[src/rtl/mul_hilo_unit.sv]
// mul_hilo_unit: sequencing and HI/LO result stage around an external
// combinational 16x16 signed multiplier. Operands are registered toward the
// multiplier, the product is given SETTLE_CYCLES cycles to settle, and then it
// is written into (or accumulated into) the 32-bit HI/LO pair.
//
// state   | meaning
// --------+------------------------------------------------------------
// ST_IDLE | waiting for start; CLR completes here without going busy
// ST_WAIT | operands driven, r_cnt counts settle cycles up to capture
module mul_hilo_unit #(
    parameter int SETTLE_CYCLES = 2,
    parameter bit ACC_EN        = 1'b1
) (
    input  logic        i_clk,
    input  logic        i_rst,
    input  logic        i_start,
    input  logic [1:0]  i_op,
    input  logic [15:0] i_a,
    input  logic [15:0] i_b,
    output logic [15:0] o_mul_x,
    output logic [15:0] o_mul_y,
    output logic        o_mul_en,
    input  logic [31:0] i_mul_z,
    output logic        o_busy,
    output logic        o_done,
    output logic [15:0] o_hi,
    output logic [15:0] o_lo,
    output logic        o_overflow,
    input  logic        i_ovf_clr
);

    localparam logic [1:0] OP_MULT = 2'b00;
    localparam logic [1:0] OP_MADD = 2'b01;
    localparam logic [1:0] OP_MSUB = 2'b10;
    localparam logic [1:0] OP_CLR  = 2'b11;

    // Terminal count for the settle counter; legal SETTLE_CYCLES is 1..15.
    localparam logic [3:0] SETTLE_TC = 4'(SETTLE_CYCLES);

    typedef enum logic {
        ST_IDLE = 1'b0,
        ST_WAIT = 1'b1
    } state_t;

    state_t      r_state;
    logic [3:0]  r_cnt;
    logic [1:0]  r_op;
    logic [15:0] r_mul_x;
    logic [15:0] r_mul_y;
    logic        r_mul_en;
    logic        r_done;
    logic [31:0] r_acc;
    logic        r_ovf;

    logic [1:0]  w_eff_op;
    logic [31:0] w_sum;
    logic [31:0] w_diff;
    logic        w_add_ovf;
    logic        w_sub_ovf;
    logic        w_cnt_tc;

    // With accumulation disabled every captured op degenerates to MULT.
    assign w_eff_op  = ACC_EN ? r_op : OP_MULT;
    assign w_sum     = r_acc + i_mul_z;
    assign w_diff    = r_acc - i_mul_z;
    assign w_add_ovf = (r_acc[31] == i_mul_z[31]) && (w_sum[31]  != r_acc[31]);
    assign w_sub_ovf = (r_acc[31] != i_mul_z[31]) && (w_diff[31] != r_acc[31]);
    assign w_cnt_tc  = (r_cnt == SETTLE_TC);

    // Control FSM, operand registers and HI/LO accumulator in one process.
    always_ff @(posedge i_clk or posedge i_rst) begin
        if (i_rst) begin
            r_state  <= ST_IDLE;
            r_cnt    <= 4'd0;
            r_op     <= OP_MULT;
            r_mul_x  <= 16'd0;
            r_mul_y  <= 16'd0;
            r_mul_en <= 1'b0;
            r_done   <= 1'b0;
            r_acc    <= 32'd0;
            r_ovf    <= 1'b0;
        end else begin
            r_done <= 1'b0;
            // Listed before the capture logic so a coincident overflow set wins.
            if (i_ovf_clr) begin
                r_ovf <= 1'b0;
            end
            case (r_state)
                ST_IDLE: begin
                    if (i_start) begin
                        if (i_op == OP_CLR) begin
                            r_acc  <= 32'd0;
                            r_ovf  <= 1'b0;
                            r_done <= 1'b1;
                        end else begin
                            r_mul_x  <= i_a;
                            r_mul_y  <= i_b;
                            r_op     <= i_op;
                            r_cnt    <= 4'd1;
                            r_mul_en <= 1'b1;
                            r_state  <= ST_WAIT;
                        end
                    end
                end
                ST_WAIT: begin
                    if (w_cnt_tc) begin
                        case (w_eff_op)
                            OP_MADD: begin
                                r_acc <= w_sum;
                                if (w_add_ovf) begin
                                    r_ovf <= 1'b1;
                                end
                            end
                            OP_MSUB: begin
                                r_acc <= w_diff;
                                if (w_sub_ovf) begin
                                    r_ovf <= 1'b1;
                                end
                            end
                            default: r_acc <= i_mul_z;
                        endcase
                        r_done   <= 1'b1;
                        r_mul_en <= 1'b0;
                        r_state  <= ST_IDLE;
                    end else begin
                        r_cnt <= r_cnt + 4'd1;
                    end
                end
                default: r_state <= ST_IDLE;
            endcase
        end
    end

    assign o_mul_x    = r_mul_x;
    assign o_mul_y    = r_mul_y;
    assign o_mul_en   = r_mul_en;
    assign o_busy     = (r_state == ST_WAIT);
    assign o_done     = r_done;
    assign o_hi       = r_acc[31:16];
    assign o_lo       = r_acc[15:0];
    assign o_overflow = r_ovf;

endmodule
[config.mk]
export PLATFORM = sky130hd
export DESIGN_NAME = mul_hilo_unit
export DESIGN_NICKNAME = d
export VERILOG_FILES = /design/src/rtl/mul_hilo_unit.sv
export SDC_FILE = /design/constraint.sdc
export NUM_CORES = 1
export LEC_CHECK = 0
export ABC_AREA = 1
export CORE_MARGIN = 2
export CORE_UTILIZATION = 55
export CTS_CLUSTER_DIAMETER = 40
export CTS_CLUSTER_SIZE = 25
export DETAILED_ROUTE_END_ITERATION = 7
export DONT_BUFFER_PORTS = 1
export GPL_TIMING_DRIVEN = 0
export MAX_ROUTING_LAYER = met4
export PLACE_DENSITY = 0.72
export SKIP_LAST_GASP = 1
export SYNTH_ARGS = -nofsm -noshare
export SYNTH_HDL_FRONTEND = slang
export SYNTH_SLANG_ARGS = --single-unit
[constraint.sdc]
create_clock -name i_clk -period 2.4 [get_ports i_clk]
set_input_delay 0.6 -clock i_clk [delete_from_list [all_inputs] [get_ports i_clk]]
set_output_delay 0.6 -clock i_clk [all_outputs]
set_load 0.1 [all_outputs]
==> flow_metrics.py, run 1 <==
metrics = {
    "floorplanning": {
        "die_width_um": 127,
        "die_area_um2": 16200,
        "core_area_um2": 15000,
        "die_h_um": 127,
        "num_rows": 45,
        "io-pin-count": 138,
        "initial_core_util_pct": 55.7,
    },
    "sta": {
        "fmax_ghz": 0.404,
        "worst_pin_slew_ns": 1.02,
        "fin_crit_sh_pct": 103,
        "finClkSkew_ns": 0.0175,
        "setup-violations-final": 6,
        "setup_ws_ns": -0.0772,
        "rsz0062_at_grt": "true",
        "period_minus_slack_ns": 2.48,
        "timing.hold.ws_ns": 0.240,
        "hold_viol": 0,
        "relSlewSlack_pct": 31.8,
        "fin_tns_setup_ns": -0.218,
        "maxSlewViolCount": 0,
    },
    "worst_setup_path": {
        "path_max_fanout": 4,
        "crit_required_ns": 2.66,
        "startpoint": "r_acc[0]",
        "crit_top_cell": "nand2_1",
        "worstSetupPathType": "reg2reg",
        "critPathCaptureType": "flop",
        "crit_slowest_cell": "dfrtp_4",
        "rrSetupSlack_ns": -0.08,
        "critPathCapture": "r_acc[28]",
        "r2r_start": "r_acc[0]",
        "path_cells": "inv_4 > ha_4 > fa_2 > inv_2 > nand2_4 > o21ai_4 > nand2_2 > nand3_4 > nand2_2 > nand2_1 > nand2_1 > nand3_1 > nand3_2 > nand2_1 > nand2_1",
        "cp_slowest_stage_delay_ns": 0.65,
        "start_kind": "flop",
        "rr_worst_depth": 15,
        "r2r-end": "r_acc[28]",
        "cp.arrival_ns": 2.73,
    },
    "synthesis": {
        "ys.flop_type": "dfrtp_1",
        "synthXorXnorAreaFrac_pct": 0.105,
        "synthesis.area_um2": 8370,
        "synth_compound_area_share_pct": 9.13,
        "muxShareOfSynthArea_pct": 0,
        "synth-edff-count": 0,
        "synth_seq_cells": 74,
        "synth_top_family_by_area": "simple AND/OR/NAND/NOR gates",
        "synthSimpleGateAreaFrac_pct": 42.6,
        "synth_seq_area_share_pct": 22.1,
        "synth_adder_area_share_pct": 10.3,
        "avgSynthCellArea_um2": 5.56,
        "yosysTopAreaCellShare_pct": 28.2,
        "synth_nets": 1643,
        "syn-instance-count": 1505,
        "yosys-top-cells-area": "nand2_1 28%, dfrtp_1 22%, inv_1 13%, ha_1 9.9%, nand3_1 7.1%",
        "async_flop_share_pct": 100,
        "yosys_warnings": 0,
        "synth.distinct_cells": 36,
        "yosysTopAreaCell": "nand2_1",
    },
    "finish": {
        "layout_common_cells": "559 x nand2_1, 261 x inv_1, 95 x nand3_1",
        "n_antenna_cell": 0,
        "final_common_cell": "nand2_1",
        "syn2layout_area_growth_pct": 23.4,
        "fillers": 1387,
        "multi_input_area_um2": 6340,
        "regArea_um2": 1970,
        "drive_gt1_share_pct": 20.8,
        "final-instance-count-excl-fill": 1716,
        "nets": 1661,
    },
    "worst_hold_path": {
        "hp-class": "in2async",
    },
    "global_route": {
        "grt_first_pass_wirelength_mm": 43.3,
        "grt-ovfl-total": 0,
        "grt_max_degree": 40,
        "antenna_found_initial": 0,
        "first_global_vias": 8498,
        "globalRouteTotalUtil_pct": 35.1,
    },
    "placed_design": {
        "post-place-ws_ns": -0.618,
        "placed_cells": 1694,
        "dp.final_hpwl_mm": 21.8,
        "gp_congestion": 0.989,
        "numPortBuffers": 0,
    },
    "drt": {
        "ant_nets": 0,
        "drtIter0Drc": 815,
        "firstDrtPassIters": 5,
        "detail_route.wl_per_cell_um": 16.7,
        "viasPerCell": 5.41,
        "post-route-drc-count": 0,
        "vias": 9289,
        "wirelength_mm": 28.6,
    },
    "clocking": {
        "cts-htree-levels": 3,
        "clock_latency_ns": 0.36,
        "cts_max_path_buffers": 2,
        "ctsHoldBuffers": 0,
        "numCtsBuffers": 9,
        "cts_tree": "yes",
        "cts_root_buf": "clkbuf_16",
        "clk_pin_slew_worst_paths_ns": 0.08,
        "cts_sinks": 74,
    },
    "job": {
        "maxCapViolCount": 0,
    },
    "outcome": {
        "outcome": "finished, violations left",
        "violations": "negative setup slack",
    },
}
per-stage QoR:
| stage | area, um^2 | utilization (%) |
|---|---|---|
| after floorplan | 8410 | - |
| after global routing | 10300 | 68.7 |
| after global placement | 8650 | 57.5 |
| final | 10300 | 68.7 |
| after detailed placement | 8670 | 57.7 |
| after CTS | 9560 | 63.6 |
kinds of logic (layout without fill, tap and decap cells):
family,after synthesis,after routing
AND/OR/NAND/NOR,890,890
buffers and inverters,330,353
AO/OA/AOI/OAI,142,142
flip-flops,74,74
adder cells (fa/ha/maj),68,68
XOR/XNOR,1,1
worst max-delay path, delay by kind of cell, from the launching register on:
kind            cells  cell delay [ns]
fa+ha+maj           2             0.53
simple gates       10             0.83
flops               1             0.65
buf+inv             2             0.17
compound gates      1             0.20
routing by layer:
metal / GRT usage (%) / up-vias / wire, um
li1: - / 4612 / -
met2: 54.4 / 433 / 12700
met5: - / - / 0
met4: 11.1 / 0 / 863
met1: 47.3 / 4184 / 12500
met3: 5.70 / 60 / 2510
sequential cells by signal (all words and copies together), names as in the netlist:
| signal | flops |
|---|---|
| o_busy | 1 |
| r_op | 2 |
| r_cnt | 4 |
| o_mul_x | 16 |
| o_overflow | 1 |
| o_mul_y | 16 |
| o_mul_en | 1 |
| r_acc | 32 |
| o_done | 1 |
synthesized netlist by cell type (4+ instances only):
| cell type | n |
|---|---|
| nand2_1 | 628 |
| inv_1 | 280 |
| nand3_1 | 118 |
| nor2_1 | 115 |
| a21oi_1 | 74 |
| dfrtp_1 | 74 |
| ha_1 | 66 |
| o21ai_0 | 45 |
| buf_2 | 19 |
| clkbuf_1 | 17 |
| nand4_1 | 9 |
| o21bai_1 | 7 |
| nor3_1 | 6 |
| a21boi_0 | 4 |
| buf_4 | 4 |
| clkbuf_2 | 4 |
worst min-delay path by stage:
| stage | startpoint | end | slack [ns] | cells after the start |
|---|---|---|---|---|
| 6_report | i_rst | o_mul_y[12] | 0.24 | 1 |
| 5_1_grt | i_rst | o_mul_y[12] | 0.31 | 1 |
| 4_1_cts | i_rst | o_mul_y[12] | 0.27 | 1 |
| 3_5_place_dp | r_op[1] | r_op[1] | 0.54 | 2 |
| 3_3_place_gp | r_op[1] | r_op[1] | 0.54 | 2 |
| 2_1_floorplan | r_cnt[2] | r_cnt[2] | 0.52 | 2 |
final cells by class:
| type | instances | share of cell area (%) |
|---|---|---|
| Buffer | 34 | 2.07 |
| Clock buffer | 9 | 2.18 |
| Clock inverter | 7 | 0.811 |
| Inverter | 282 | 10.3 |
| Multi-Input combinational cell | 1101 | 61.4 |
| Sequential cell | 74 | 19.1 |
| Tap cell | 188 | 2.28 |
| Timing Repair Buffer | 21 | 1.90 |
repair_timing:
action / CTS / global route
gates resized for setup: 159 / 199
endpoints found under the setup margin: 64 / 30
buffers inserted: 5 / 15
pin swaps: 24 / 62
Power of run 1 is left out: the tool's default activity adds up to more than one toggle a clock period on the data nets, which glitch-free logic cannot reach.
==> run 2, diff against run 1 <==
--- a/config.mk
+++ b/config.mk
@@ -6,16 +6,20 @@
 export NUM_CORES = 1
 export LEC_CHECK = 0
 export ABC_AREA = 1
+export CELL_PAD_IN_SITES_DETAIL_PLACEMENT = 0
+export CELL_PAD_IN_SITES_GLOBAL_PLACEMENT = 2
 export CORE_MARGIN = 2
-export CORE_UTILIZATION = 55
+export CORE_UTILIZATION = 30
 export CTS_CLUSTER_DIAMETER = 40
 export CTS_CLUSTER_SIZE = 25
 export DETAILED_ROUTE_END_ITERATION = 7
 export DONT_BUFFER_PORTS = 1
 export GPL_TIMING_DRIVEN = 0
 export MAX_ROUTING_LAYER = met4
-export PLACE_DENSITY = 0.72
+export PLACE_DENSITY = 0.77
+export SKIP_CTS_REPAIR_TIMING = 1
 export SKIP_LAST_GASP = 1
+export SLEW_MARGIN = 20
 export SYNTH_ARGS = -nofsm -noshare
 export SYNTH_HDL_FRONTEND = slang
 export SYNTH_SLANG_ARGS = --single-unit
==> flow_metrics.py, run 2 (synthesized netlist as in run 1, its figures left out) <==
metrics = {
    "clocking": {
        "clk_pin_slew_worst_paths_ns": 0.09,
        "numCtsBuffers": 9,
        "cts_tree": "yes",
        "cts-htree-levels": 3,
        "cts_root_buf": "clkbuf_16",
        "cts_max_path_buffers": 2,
        "clock_latency_ns": 0.38,
        "cts_sinks": 74,
    },
    "placed_design": {
        "post-place-ws_ns": -0.703,
        "numPortBuffers": 0,
        "dp.final_hpwl_mm": 26.1,
        "placed_cells": 1885,
        "gp_congestion": 0.881,
    },
    "sta": {
        "maxSlewViolCount": 0,
        "fmax_ghz": 0.403,
        "worst_pin_slew_ns": 1.04,
        "relSlewSlack_pct": 30.8,
        "fin_crit_sh_pct": 103,
        "hold_viol": 0,
        "setup-violations-final": 6,
        "rsz0062_at_grt": "true",
        "fin_tns_setup_ns": -0.310,
        "finClkSkew_ns": 0.0198,
        "period_minus_slack_ns": 2.48,
        "setup_ws_ns": -0.0838,
    },
    "drt": {
        "wirelength_mm": 32.9,
        "firstDrtPassIters": 4,
        "ant_nets": 0,
        "post-route-drc-count": 0,
        "detail_route.wl_per_cell_um": 17.1,
        "vias": 9099,
        "viasPerCell": 4.73,
        "drtIter0Drc": 491,
    },
    "outcome": {
        "outcome": "finished, violations left",
        "violations": "negative setup slack",
    },
    "finish": {
        "final_common_cell": "nand2_1",
        "final-instance-count-excl-fill": 1924,
        "n_antenna_cell": 0,
        "nets": 1679,
        "drive_gt1_share_pct": 23.9,
        "fillers": 3079,
        "final_util_pct": 39.8,
        "layout_common_cells": "538 x nand2_1, 264 x inv_1, 91 x nand3_1",
        "syn2layout_area_growth_pct": 31.4,
        "largest_reg_flops": 32,
        "top_register": "r_acc",
    },
    "floorplanning": {
        "io-pin-count": 138,
        "num_rows": 61,
        "die_area_um2": 29300,
        "die_width_um": 171,
        "core_area_um2": 27600,
        "die_h_um": 171,
        "initial_core_util_pct": 30.3,
    },
    "worst_setup_path": {
        "start_kind": "flop",
        "cp.arrival_ns": 2.76,
        "path_max_fanout": 4,
        "critPathCaptureType": "flop",
        "worstSetupPathType": "reg2reg",
        "crit_required_ns": 2.68,
    },
    "global_route": {
        "grt_max_degree": 31,
        "antenna_found_initial": 0,
        "first_global_vias": 8508,
        "grt-ovfl-total": 0,
        "globalRouteTotalUtil_pct": 23.1,
        "grt_first_pass_wirelength_mm": 49.1,
    },
    "job": {
        "maxCapViolCount": 0,
    },
    "worst_hold_path": {
        "hp-class": "in2async",
    },
}
[run 2: layout make-up]
class	instances	area [um^2]	area share (%)
multi-input combinational	1101	6570	59.7
sequential	74	1970	17.9
inverter	282	1070	9.76
tap	378	473	4.30
buffer	44	354	3.22
timing repair buffer	29	246	2.24
clock buffer	9	225	2.05
clock inverter	7	82.6	0.751
[run 2: final timing paths]
kind	start	end	depth (start not counted)	slack, ns
max	r_acc[0]	r_acc[24]	15	-0.08
min	i_rst	o_mul_y[3]	1	0.14
max reg2reg	r_acc[0]	r_acc[24]	15	-0.08
min reg2reg	r_op[1]	r_op[1]	2	0.56
max in group asynchronous	i_rst	r_acc[4]	2	1.71
min in group i_clk	i_a[2]	o_mul_x[2]	2	0.34
[run 2: metrics by stage]
| stage | cell area [um^2] | hold slack [ns] |
|---|---|---|
| floorplan | 8410 | 0.519 |
| global placement | 8890 | 0.547 |
| detailed placement | 8930 | 0.544 |
| CTS | 9240 | 0.143 |
| global route | 11000 | 0.167 |
| finish | 11000 | 0.136 |
[run 2: worst max-delay path: stages, from the launching register on]
cell and delay (ns):
dfrtp_4 0.65, inv_4 0.06, ha_4 0.17, fa_2 0.35, inv_2 0.10, nand2_4 0.06
o21ai_4 0.23, nand2_2 0.13, nand2_4 0.10, nand2_2 0.07, nand3_1 0.09, nand2_1 0.05
nand3_1 0.07, nand3_2 0.12, nand2_1 0.09, nand2_1 0.04
[run 2: layer usage]
layer / GRT usage (%) / vias to the layer above / routed length (um)
li1: - / 4645 / -
met1: 30.6 / 4227 / 15300
met2: 37.2 / 205 / 15400
met3: 3.75 / 22 / 1730
met4: 5.01 / 0 / 414
met5: - / - / 0
Power of run 2 is left out for the same reason.
==> run 3, diff against run 2 <==
--- a/config.mk
+++ b/config.mk
@@ -5,18 +5,18 @@
 export SDC_FILE = /design/constraint.sdc
 export NUM_CORES = 1
 export LEC_CHECK = 0
-export ABC_AREA = 1
+export ABC_AREA = 0
 export CELL_PAD_IN_SITES_DETAIL_PLACEMENT = 0
 export CELL_PAD_IN_SITES_GLOBAL_PLACEMENT = 2
 export CORE_MARGIN = 2
-export CORE_UTILIZATION = 30
+export CORE_UTILIZATION = 35
 export CTS_CLUSTER_DIAMETER = 40
 export CTS_CLUSTER_SIZE = 25
 export DETAILED_ROUTE_END_ITERATION = 7
 export DONT_BUFFER_PORTS = 1
 export GPL_TIMING_DRIVEN = 0
 export MAX_ROUTING_LAYER = met4
-export PLACE_DENSITY = 0.77
+export PLACE_DENSITY = 0.78
 export SKIP_CTS_REPAIR_TIMING = 1
 export SKIP_LAST_GASP = 1
 export SLEW_MARGIN = 20
==> flow_metrics.py, run 3 <==
metrics = {
    "global_route": {
        "grt-ovfl-total": 0,
        "grt_use_met3_pct": 5.92,
        "use_met1_pct": 33.8,
        "grt.busiest_layer": "met2",
        "globalRouteTotalUtil_pct": 26.5,
        "antenna_found_initial": 1,
        "grt_use_met2_pct": 41.4,
        "first_global_vias": 7008,
        "grt_first_pass_wirelength_mm": 42.0,
        "grt_max_degree": 34,
    },
    "worst_hold_path": {
        "hp-class": "in2async",
    },
    "placed_design": {
        "dp.final_hpwl_mm": 20.7,
        "numPortBuffers": 0,
        "gp_congestion": 0.931,
    },
    "finish": {
        "drive_gt1_share_pct": 32.7,
        "nets": 1038,
        "top_register": "r_acc",
        "largest_reg_flops": 32,
        "fillers": 1896,
        "syn2layout_area_growth_pct": 31.0,
        "n_antenna_cell": 0,
        "final_util_pct": 47.0,
        "multi_input_area_um2": 5810,
        "final_common_cell": "a21oi_1",
        "regArea_um2": 1960,
        "layout_common_cells": "63 x a21oi_1, 58 x nor2_1, 58 x inv_1",
    },
    "floorplanning": {
        "initial_core_util_pct": 35.8,
        "die_area_um2": 21200,
        "die_width_um": 146,
        "num_rows": 51,
        "io-pin-count": 138,
        "core_area_um2": 19600,
        "die_h_um": 146,
    },
    "drt": {
        "wirelength_mm": 28.7,
        "drtIter0Drc": 559,
        "viasPerCell": 6.14,
        "firstDrtPassIters": 7,
        "detail_route.wl_per_cell_um": 24.5,
        "post-route-drc-count": 0,
        "ant_nets": 0,
        "vias": 7177,
    },
    "synthesis": {
        "synth_seq_area_share_pct": 26.4,
        "synth_seq_cells": 74,
        "async_flop_share_pct": 100,
        "yosys_warnings": 0,
        "syn-instance-count": 860,
        "ys.flop_type": "dfrtp_1",
        "synth-edff-count": 0,
        "yosysTopAreaCell": "dfrtp_1",
        "synth_common_cells": "76 x a21oi_1, 74 x dfrtp_1, 66 x ha_1, 65 x nor2_1, 62 x inv_1",
        "synth_nets": 998,
        "yosysTopAreaCellShare_pct": 26.4,
        "avgSynthCellArea_um2": 8.17,
        "synth.distinct_cells": 78,
        "yosys-top-cells-area": "dfrtp_1 26%, ha_1 12%, a21oi_1 5.4%, mux2_2 5.1%, nor2_1 3.5%",
        "synthesis.area_um2": 7020,
        "yosysMostFrequentCell": "a21oi_1",
    },
    "worst_setup_path": {
        "path_max_fanout": 5,
        "crit_required_ns": 2.66,
        "critPathCaptureType": "flop",
        "start_kind": "flop",
        "cp.arrival_ns": 3.66,
        "worstSetupPathType": "reg2reg",
    },
    "clocking": {
        "clk_pin_slew_worst_paths_ns": 0.07,
        "cts-htree-levels": 3,
        "clock_latency_ns": 0.35,
        "cts_root_buf": "clkbuf_16",
        "numCtsBuffers": 9,
        "cts_max_path_buffers": 2,
        "cts_tree": "yes",
        "cts_sinks": 74,
    },
    "outcome": {
        "outcome": "finished, violations left",
        "violations": "negative setup slack",
    },
    "job": {
        "maxCapViolCount": 0,
    },
    "sta": {
        "hold_viol": 0,
        "worst_pin_slew_ns": 1.06,
        "setup_ws_ns": -0.993,
        "finClkSkew_ns": 0.0103,
        "period_minus_slack_ns": 3.39,
        "maxSlewViolCount": 0,
        "rsz0062_at_grt": "true",
        "relSlewSlack_pct": 29.2,
        "fin_crit_sh_pct": 141,
        "setup-violations-final": 28,
        "fmax_ghz": 0.295,
    },
}
run 3: area by class of cell:
type / count / area share, %
well taps: 265 / 3.60
plain buffers: 49 / 3.07
clock inverters: 6 / 0.462
clock buffers: 9 / 2.45
flip-flops and latches: 74 / 21.3
inverters: 67 / 2.84
multi-input cells: 667 / 63.2
repair buffers: 32 / 3.09
run 3: cell families after synthesis:
kind of cell | share of synthesized area [%]
AOI/OAI and AO/OA | 29.5
and+or+nand+nor | 17.5
buffers and inverters | 6.61
DFF | 26.4
adders and majority gates | 12.3
muxes | 5.86
xor gates and xnor gates | 1.87
run 3: worst max-delay path: stages (launching register included):
cell and delay [ns]:
dfrtp_4 0.64, ha_1 0.35, o311a_4 0.43, o41ai_4 0.35, nor3_2 0.14, o41ai_4 0.44
o21bai_2 0.13, or3_1 0.37, a221o_1 0.30, a21oi_1 0.16
run 3: stage by stage:
stage               setup TNS (ns)  setup WS (ns)  hold WS [ns]  cell area [um^2]  cells
floorplan                    -8.65         -0.630         0.489              7620    860
global placement            -31.95          -1.33         0.506              7950   1125
detailed placement          -34.17          -1.36         0.526              7990   1127
CTS                         -35.06          -1.38         0.156              8260   1142
global route                -19.41          -1.08         0.171              9200   1169
finish                      -16.43         -0.993         0.148              9200   1169
run 3: path summary, 6_finish.rpt:
kind / slack, ns / cells past startpoint / from / end
max: -0.99 / 9 / r_acc[14] / r_acc[28]
min: 0.15 / 1 / i_rst / r_acc[4]
max reg2reg: -0.99 / 9 / r_acc[14] / r_acc[28]
min reg2reg: 0.55 / 2 / r_cnt[3] / r_cnt[3]
max in group asynchronous: 1.70 / 2 / i_rst / r_acc[15]
min in group i_clk: 0.40 / 2 / i_mul_z[21] / r_acc[21]
run 3: per-layer routing:
| layer | part of all wire, % | vias to the layer above | routed length (um) |
|---|---|---|---|
| li1 | - | 3266 | - |
| met1 | 44 | 3595 | 12500 |
| met2 | 47 | 269 | 13500 |
| met3 | 6.6 | 47 | 1890 |
| met4 | 2.6 | 0 | 744 |
| met5 | 0 | - | 0 |
Power of run 3 is left out for the same reason.
